$ cat config.mk
export PLATFORM = sky130hd
export DESIGN_NAME = multiplicador_booth_r4
export DESIGN_NICKNAME = d
export VERILOG_FILES = /design/src/rtl/mult_pkg.sv /design/src/rtl/booth_r4_recoder.sv /design/src/rtl/multiplicador_booth_r4.sv
export SDC_FILE = /design/constraint.sdc
export NUM_CORES = 1
export LEC_CHECK = 0
export ABC_CLOCK_PERIOD_IN_PS = 7400
export BUFFER_PORTS_ARGS = -buffer_cell sky130_fd_sc_hd__buf_2
export CORE_AREA = 2 2 90 74
export DETAILED_ROUTE_END_ITERATION = 10
export DIE_AREA = 0 0 92 76
export PLACE_DENSITY = 0.69
export REMOVE_ABC_BUFFERS = 1
export SLEW_MARGIN = 25
export SYNTH_ARGS = -nofsm -noshare
export SYNTH_HDL_FRONTEND = slang
export SYNTH_SLANG_ARGS = --single-unit
$ cat constraint.sdc
create_clock -name clk -period 7.4 [get_ports clk]
set_input_delay 0 -clock clk [delete_from_list [all_inputs] [get_ports clk]]
set_output_delay 0 -clock clk [all_outputs]
set_load 0.02 [all_outputs]
$ cat src/rtl/mult_pkg.sv
// Shared types and size helpers for the radix-4 Booth multiplier.
// Latency: n/a (package, no logic).
// Backpressure: n/a.
package mult_pkg;

    typedef enum logic {
        IDLE,
        CALC
    } state_t;

    // Partial-product select produced by the Booth recoder.
    typedef enum logic [2:0] {
        ZERO,
        PM,
        P2M,
        NM,
        N2M
    } booth_sel_t;

    // Internal operand width: N+2 rounded up to even, so that every radix-4
    // step retires exactly two bits and the sign survives the extension.
    function automatic int calc_w(input int n);
        return ((n + 3) / 2) * 2;
    endfunction

    function automatic int calc_iter(input int n);
        return calc_w(n) / 2;
    endfunction

endpackage

$ cat src/rtl/booth_r4_recoder.sv
// Radix-4 Booth recoder: 3-bit window {q1,q0,q-1} -> signed partial product.
// Latency: combinational, zero cycles.
// Backpressure: none; pure function of its inputs.
// Ports: i_window (Booth window), i_m (W-bit extended multiplicand),
//        o_pp (W+2-bit two's complement partial product).
module booth_r4_recoder
    import mult_pkg::*;
#(
    parameter int W = 10
) (
    input  logic [2:0]   i_window,
    input  logic [W-1:0] i_m,
    output logic [W+1:0] o_pp
);

    booth_sel_t   w_sel;
    logic [W+1:0] w_m1;
    logic [W+1:0] w_m2;

    // Sign-extend M and 2M into the accumulator width; -2M of the most
    // negative M still fits because of the two extra bits.
    assign w_m1 = {{2{i_m[W-1]}}, i_m};
    assign w_m2 = {i_m[W-1], i_m, 1'b0};

    always_comb begin
        w_sel = ZERO;
        case (i_window)
            3'b001, 3'b010: w_sel = PM;
            3'b011:         w_sel = P2M;
            3'b100:         w_sel = N2M;
            3'b101, 3'b110: w_sel = NM;
            default:        w_sel = ZERO;
        endcase
    end

    always_comb begin
        o_pp = '0;
        case (w_sel)
            PM:      o_pp = w_m1;
            P2M:     o_pp = w_m2;
            NM:      o_pp = -w_m1;
            N2M:     o_pp = -w_m2;
            default: o_pp = '0;
        endcase
    end

endmodule

$ cat src/rtl/multiplicador_booth_r4.sv
// Sequential radix-4 Booth multiplier, two multiplier bits per clock.
// Latency: ITER = (N+2 rounded up to even)/2 edges from accepted start to fin.
// Backpressure: start is sampled only in IDLE; requests while busy are dropped.
// Ports: clk, rst (sync, active-high), start, multiplicando, multiplicador,
//        sin_signo (only with MULT_UNSIGNED_EN), resultado (2N), fin, ocupado.
// Build option: MULT_UNSIGNED_EN adds sin_signo for per-operation unsigned mode.
module multiplicador_booth_r4
    import mult_pkg::*;
#(
    parameter int NUM_BITS = 8
) (
    input  logic                  clk,
    input  logic                  rst,
    input  logic                  start,
    input  logic [NUM_BITS-1:0]   multiplicando,
    input  logic [NUM_BITS-1:0]   multiplicador,
`ifdef MULT_UNSIGNED_EN
    input  logic                  sin_signo,
`endif
    output logic [2*NUM_BITS-1:0] resultado,
    output logic                  fin,
    output logic                  ocupado
);

    localparam int W     = calc_w(NUM_BITS);
    localparam int ITER  = calc_iter(NUM_BITS);
    localparam int CNT_W = $clog2(ITER + 1);

    state_t                r_state;
    state_t                w_state_nxt;
    logic [W+1:0]          r_a;
    logic [W-1:0]          r_q;
    logic                  r_q_m1;
    logic [W-1:0]          r_m;
    logic [CNT_W-1:0]      r_cnt;
    logic [2*NUM_BITS-1:0] r_resultado;
    logic                  r_fin;
    logic                  r_ocupado;

    logic                  w_unsigned;
    logic [W-1:0]          w_ext_m;
    logic [W-1:0]          w_ext_q;
    logic [W+1:0]          w_pp;
    logic [W+1:0]          w_sum;
    logic [2*W+2:0]        w_shifted;
    logic                  w_last;

`ifdef MULT_UNSIGNED_EN
    assign w_unsigned = sin_signo;
`else
    assign w_unsigned = 1'b0;
`endif

    assign w_ext_m = {{(W-NUM_BITS){~w_unsigned & multiplicando[NUM_BITS-1]}}, multiplicando};
    assign w_ext_q = {{(W-NUM_BITS){~w_unsigned & multiplicador[NUM_BITS-1]}}, multiplicador};

    booth_r4_recoder #(
        .W (W)
    ) u_recoder (
        .i_window (r_q[1:0] == 2'b00 && !r_q_m1 ? 3'b000 : {r_q[1:0], r_q_m1}),
        .i_m      (r_m),
        .o_pp     (w_pp)
    );

    // One Booth step: add, then arithmetic shift of {A,Q,q-1} by two.
    assign w_sum     = r_a + w_pp;
    assign w_shifted = $signed({w_sum, r_q, r_q_m1}) >>> 2;
    assign w_last    = (r_cnt == CNT_W'(1));

    always_ff @(posedge clk) begin
        if (rst) begin
            r_state <= IDLE;
        end else begin
            r_state <= w_state_nxt;
        end
    end

    always_comb begin
        w_state_nxt = r_state;
        case (r_state)
            IDLE:    if (start) w_state_nxt = CALC;
            CALC:    if (w_last) w_state_nxt = IDLE;
            default: w_state_nxt = IDLE;
        endcase
    end

    always_ff @(posedge clk) begin
        if (rst) begin
            r_a         <= '0;
            r_q         <= '0;
            r_q_m1      <= 1'b0;
            r_m         <= '0;
            r_cnt       <= '0;
            r_resultado <= '0;
            r_fin       <= 1'b0;
            r_ocupado   <= 1'b0;
        end else begin
            r_fin <= 1'b0;
            case (r_state)
                IDLE: begin
                    if (start) begin
                        r_a       <= '0;
                        r_q       <= w_ext_q;
                        r_q_m1    <= 1'b0;
                        r_m       <= w_ext_m;
                        r_cnt     <= CNT_W'(ITER);
                        r_ocupado <= 1'b1;
                    end
                end
                CALC: begin
                    r_a    <= w_shifted[2*W+2:W+1];
                    r_q    <= w_shifted[W:1];
                    r_q_m1 <= w_shifted[0];
                    r_cnt  <= r_cnt - CNT_W'(1);
                    if (w_last) begin
                        // The exact product fits in 2N bits, so the low
                        // bits of {A,Q} are the complete answer.
                        r_resultado <= w_shifted[2*NUM_BITS:1];
                        r_fin       <= 1'b1;
                        r_ocupado   <= 1'b0;
                    end
                end
                default: ;
            endcase
        end
    end

    assign resultado = r_resultado;
    assign fin       = r_fin;
    assign ocupado   = r_ocupado;

endmodule

==> results.rst <==
.. list-table::
   :header-rows: 1

   * - Metric
     - Value
   * - Flip-flop and latch count after synthesis
     - 51
   * - Clock tree skew after final layout
     - 0.00565 ns
   * - Setup WS pre-CTS
     - 3.85 ns
   * - Buffers on Ports
     - 36
   * - DRC errors left
     - 0
   * - Static Leakage
     - 0.00146 uW
   * - Crit path capture type
     - register
   * - Worst IR Drop VDD
     - 0.121 mV
   * - Clk root buf
     - sky130_fd_sc_hd__clkbuf_8
   * - Compound-Gate Fraction of Synth Area
     - 0.233
   * - Combinational family with the most area after synthesis
     - compound AO/OA/AOI/OAI gates
   * - Power per cell area
     - 175 nW/um2
   * - Total count of max-transition violations in the final report
     - 0
   * - Detailed placement HPWL
     - 4530 um
   * - Initial core utilization
     - 0.479
   * - Number of instances in the placed design
     - 466
   * - Row count
     - 26
   * - CTS Hold Bufs
     - 8
   * - Vias in the first global route
     - 2359
   * - Number of nets in the layout
     - 431
   * - Fill cell count
     - 587
   * - Synth Area in XOR/XNOR
     - 0.0503
   * - Top flip-flop cell by instance count after synthesis
     - sky130_fd_sc_hd__dfxtp_1
   * - Die area
     - 6990 um2
   * - Drt first-iter violations
     - 86
   * - Total number of clock tree sinks
     - 51
   * - Final clock period utilization by the worst path
     - 0.482
   * - Average footprint of a synthesized cell
     - 8.04 um2
   * - Die height
     - 76 um
   * - Worst Setup Slack, final
     - 3.83 ns
   * - Pin count of the biggest net entering global routing
     - 51
   * - Total negative slack
     - 0 ns
   * - Total global routing track utilization
     - 0.193
   * - Worst skew pair latency
     - 0.31 ns
   * - Antenna violation net count after detailed routing
     - 0
   * - Data arrival, critical path
     - 3.81 ns
   * - Cells after Synth
     - 368
   * - Wire length of the first global-routing pass
     - 11200 um
   * - Initial antenna violation count
     - 0
   * - Adder and majority gate portion of the synthesized area
     - 0.0660
   * - CTS-repair resized insts
     - 0
   * - Setup Buffers After CTS
     - 0
   * - Number of primary I/O pins
     - 37
   * - Final setup violation count
     - 0
   * - Number of H-tree levels
     - 2
   * - Average wire per cell in the routed design
     - 13.8 um
   * - RSZ-0062 raised after global routing
     - no
   * - Total core area
     - 6180 um2
   * - Fraction of final layout cells with drive strength greater than 1
     - 0.136
   * - Aggregate routed wire length
     - 6660 um
   * - Max-capacitance violation count
     - 0
   * - Via-per-instance ratio
     - 5.40
   * - Multiplexer area fraction after synthesis
     - 0.0309
   * - Area added between synthesis and finish
     - 12.3%
   * - Post-layout minimum cycle time
     - 3.57 ns
   * - Die Wd
     - 92 um
   * - Inserted Diodes
     - 0
   * - Distinct cells, synth
     - 49
   * - Result of the run
     - completed
   * - TritonCTS clock tree
     - yes
   * - Fmax achieved
     - 281 MHz
   * - Final hold violation count
     - 0
   * - Post-synthesis cell area
     - 2960 um2
   * - Via Count
     - 2601
   * - Type of the worst setup path
     - register to register
   * - Number of flops mapped to enable cells by yosys
     - 0
   * - CTS Buffer Depth
     - 2
   * - Final Instance Count excl. Fillers
     - 482
   * - Share of the core filled with cells
     - 0.537
   * - TritonCTS buffer count
     - 5
   * - CP Max Fanout
     - 19
   * - Area fraction in and, or, nand and nor cells after synthesis
     - 0.220
   * - Critical path startpoint category
     - register
   * - Initial DRT Pass Iterations
     - 4
   * - Tightest Pin Transition
     - 0.722 ns
   * - Routability cong.
     - 0.840
   * - Relative max-transition margin
     - 0.519
   * - Required time worst endpoint
     - 7.64 ns
   * - Clock-pin slew of the registers on the worst-case setup and hold paths
     - 0.10 ns
   * - Post-synthesis sequential area ratio
     - 0.345
   * - Yosys warning total
     - 0
   * - Worst hold-check path type
     - input port to register
   * - Total grt overflow
     - 0
   * - Async S/R FF share, synth
     - 0
## critical path, cell delays in order, from the launching register on
cell	delay, ns
sky130_fd_sc_hd__dfxtp_1	0.72
sky130_fd_sc_hd__nand2_1	0.26
sky130_fd_sc_hd__or2_2	0.40
sky130_fd_sc_hd__nand2_1	0.07
sky130_fd_sc_hd__nand2_1	0.06
sky130_fd_sc_hd__o21a_1	0.13
sky130_fd_sc_hd__inv_1	0.06
sky130_fd_sc_hd__ha_1	0.24
sky130_fd_sc_hd__a211oi_1	0.25
sky130_fd_sc_hd__nor2_1	0.10
sky130_fd_sc_hd__o311ai_0	0.39
sky130_fd_sc_hd__a21oi_1	0.14
sky130_fd_sc_hd__xnor2_1	0.18
sky130_fd_sc_hd__mux2_1	0.35
sky130_fd_sc_hd__a21oi_2	0.11
## flip-flops by register name (all words and copies together) (netlist names)
register	count
resultado	16
r_m	8
r_state	1
r_q_m1	1
fin	1
r_cnt	3
r_a	10
ocupado	1
r_q	10
## cell type report
type | count | area (um2) | area share
well taps | 84 | 105 | 0.0316
clock inverters | 3 | 22.5 | 0.00678
repair buffers | 46 | 275 | 0.0829
inverters | 13 | 48.8 | 0.0147
clock buffers | 5 | 68.8 | 0.0207
multi-input cells | 280 | 1780 | 0.536
flip-flops and latches | 51 | 1020 | 0.307
## per-stage QoR
step                      power, uW  cell area, um2  hold slack, ns
after global routing            613            3320          0.0843
after CTS                       585            3320          0.0475
after global placement          412            3150           0.239
after detailed placement        415            3150           0.246
final                           580            3320          0.0494
after floorplan                 381            2850          0.0624
## synthesized netlist by cell type, types with 2 or more instances
cell	instances	share of area
sky130_fd_sc_hd__xnor2_1	14	0.041
sky130_fd_sc_hd__a22oi_1	4	0.010
sky130_fd_sc_hd__buf_2	2	0.0034
sky130_fd_sc_hd__dfxtp_1	51	0.35
sky130_fd_sc_hd__nor2b_1	8	0.017
sky130_fd_sc_hd__o21ai_0	14	0.024
sky130_fd_sc_hd__a21oi_1	38	0.064
sky130_fd_sc_hd__buf_6	2	0.0076
sky130_fd_sc_hd__mux2i_1	8	0.027
sky130_fd_sc_hd__a22o_1	15	0.044
sky130_fd_sc_hd__a211oi_1	5	0.013
sky130_fd_sc_hd__or2_2	2	0.0042
sky130_fd_sc_hd__and3_1	2	0.0042
sky130_fd_sc_hd__a31oi_1	4	0.0085
sky130_fd_sc_hd__o31ai_1	2	0.0051
sky130_fd_sc_hd__a21o_1	5	0.013
sky130_fd_sc_hd__xor2_1	3	0.0089
sky130_fd_sc_hd__ha_1	14	0.059
sky130_fd_sc_hd__nand2_1	40	0.051
sky130_fd_sc_hd__buf_1	8	0.010
sky130_fd_sc_hd__nor3b_1	6	0.015
sky130_fd_sc_hd__o211ai_1	2	0.0051
sky130_fd_sc_hd__inv_1	13	0.016
sky130_fd_sc_hd__nor2_1	47	0.060
sky130_fd_sc_hd__clkbuf_1	11	0.014
sky130_fd_sc_hd__nand2b_1	5	0.011
sky130_fd_sc_hd__nand3b_1	5	0.013
sky130_fd_sc_hd__nor3_1	8	0.014
sky130_fd_sc_hd__o21a_1	4	0.010
sky130_fd_sc_hd__or3_1	5	0.011
sky130_fd_sc_hd__a221o_1	3	0.010
## path summary, 6_finish.rpt
kind | startpoint | cells after the start | slack [ns] | endpoint
max | r_q[1] | 14 | 3.83 | r_a[10]
min | multiplicador[0] | 5 | 0.05 | r_q[0]
max reg2reg | r_q[1] | 14 | 3.83 | r_a[10]
min reg2reg | resultado[9] | 2 | 0.46 | resultado[9]
## where the power goes
part	switching (uW)	total (uW)	internal (uW)
registers	15.1	301	286
logic	65.4	112	46.4
clock network	98.9	167	68.6
total	179	580	401
## cell families (layout without fill, tap and decap cells)
logic type | after synthesis | count (layout)
AO/OA/AOI/OAI | 105 | 105
XOR/XNOR | 17 | 17
adder cells (fa/ha/maj) | 15 | 15
buffers and inverters | 37 | 67
flip-flops | 51 | 51
multiplexers | 9 | 9
AND/OR/NAND/NOR | 134 | 134
## cell usage in the layout (no fill, tap or decap), types with 2 or more instances in the layout
cell type	instances
sky130_fd_sc_hd__a21o_1	5
sky130_fd_sc_hd__o31ai_1	2
sky130_fd_sc_hd__xnor2_1	14
sky130_fd_sc_hd__inv_6	2
sky130_fd_sc_hd__buf_4	2
sky130_fd_sc_hd__nand3b_1	5
sky130_fd_sc_hd__nand2b_1	5
sky130_fd_sc_hd__a22o_1	15
sky130_fd_sc_hd__nand2_1	40
sky130_fd_sc_hd__dlygate4sd3_1	8
sky130_fd_sc_hd__a22oi_1	4
sky130_fd_sc_hd__a31oi_1	4
sky130_fd_sc_hd__or2_2	2
sky130_fd_sc_hd__nor3b_1	6
sky130_fd_sc_hd__or3_1	5
sky130_fd_sc_hd__o211ai_1	2
sky130_fd_sc_hd__xor2_1	3
sky130_fd_sc_hd__mux2i_1	8
sky130_fd_sc_hd__o21a_1	4
sky130_fd_sc_hd__and3_1	2
sky130_fd_sc_hd__ha_1	14
sky130_fd_sc_hd__o21ai_0	14
sky130_fd_sc_hd__dfxtp_1	51
sky130_fd_sc_hd__a221o_1	3
sky130_fd_sc_hd__buf_2	36
sky130_fd_sc_hd__inv_1	13
sky130_fd_sc_hd__nor2b_1	8
sky130_fd_sc_hd__clkbuf_8	5
sky130_fd_sc_hd__nor2_1	46
sky130_fd_sc_hd__a21oi_1	38
sky130_fd_sc_hd__nor3_1	8
sky130_fd_sc_hd__a211oi_1	5
## layer usage
layer | wire length [um] | vias up | GRT usage
met1 | 3520 | 1189 | 0.287
li1 | - | 1348 | -
met3 | 258 | 5 | 0.0376
met4 | 45 | 0 | 0.0403
met5 | 0 | - | 0
met2 | 2830 | 59 | 0.290
Power figures use the tool's default switching activity.
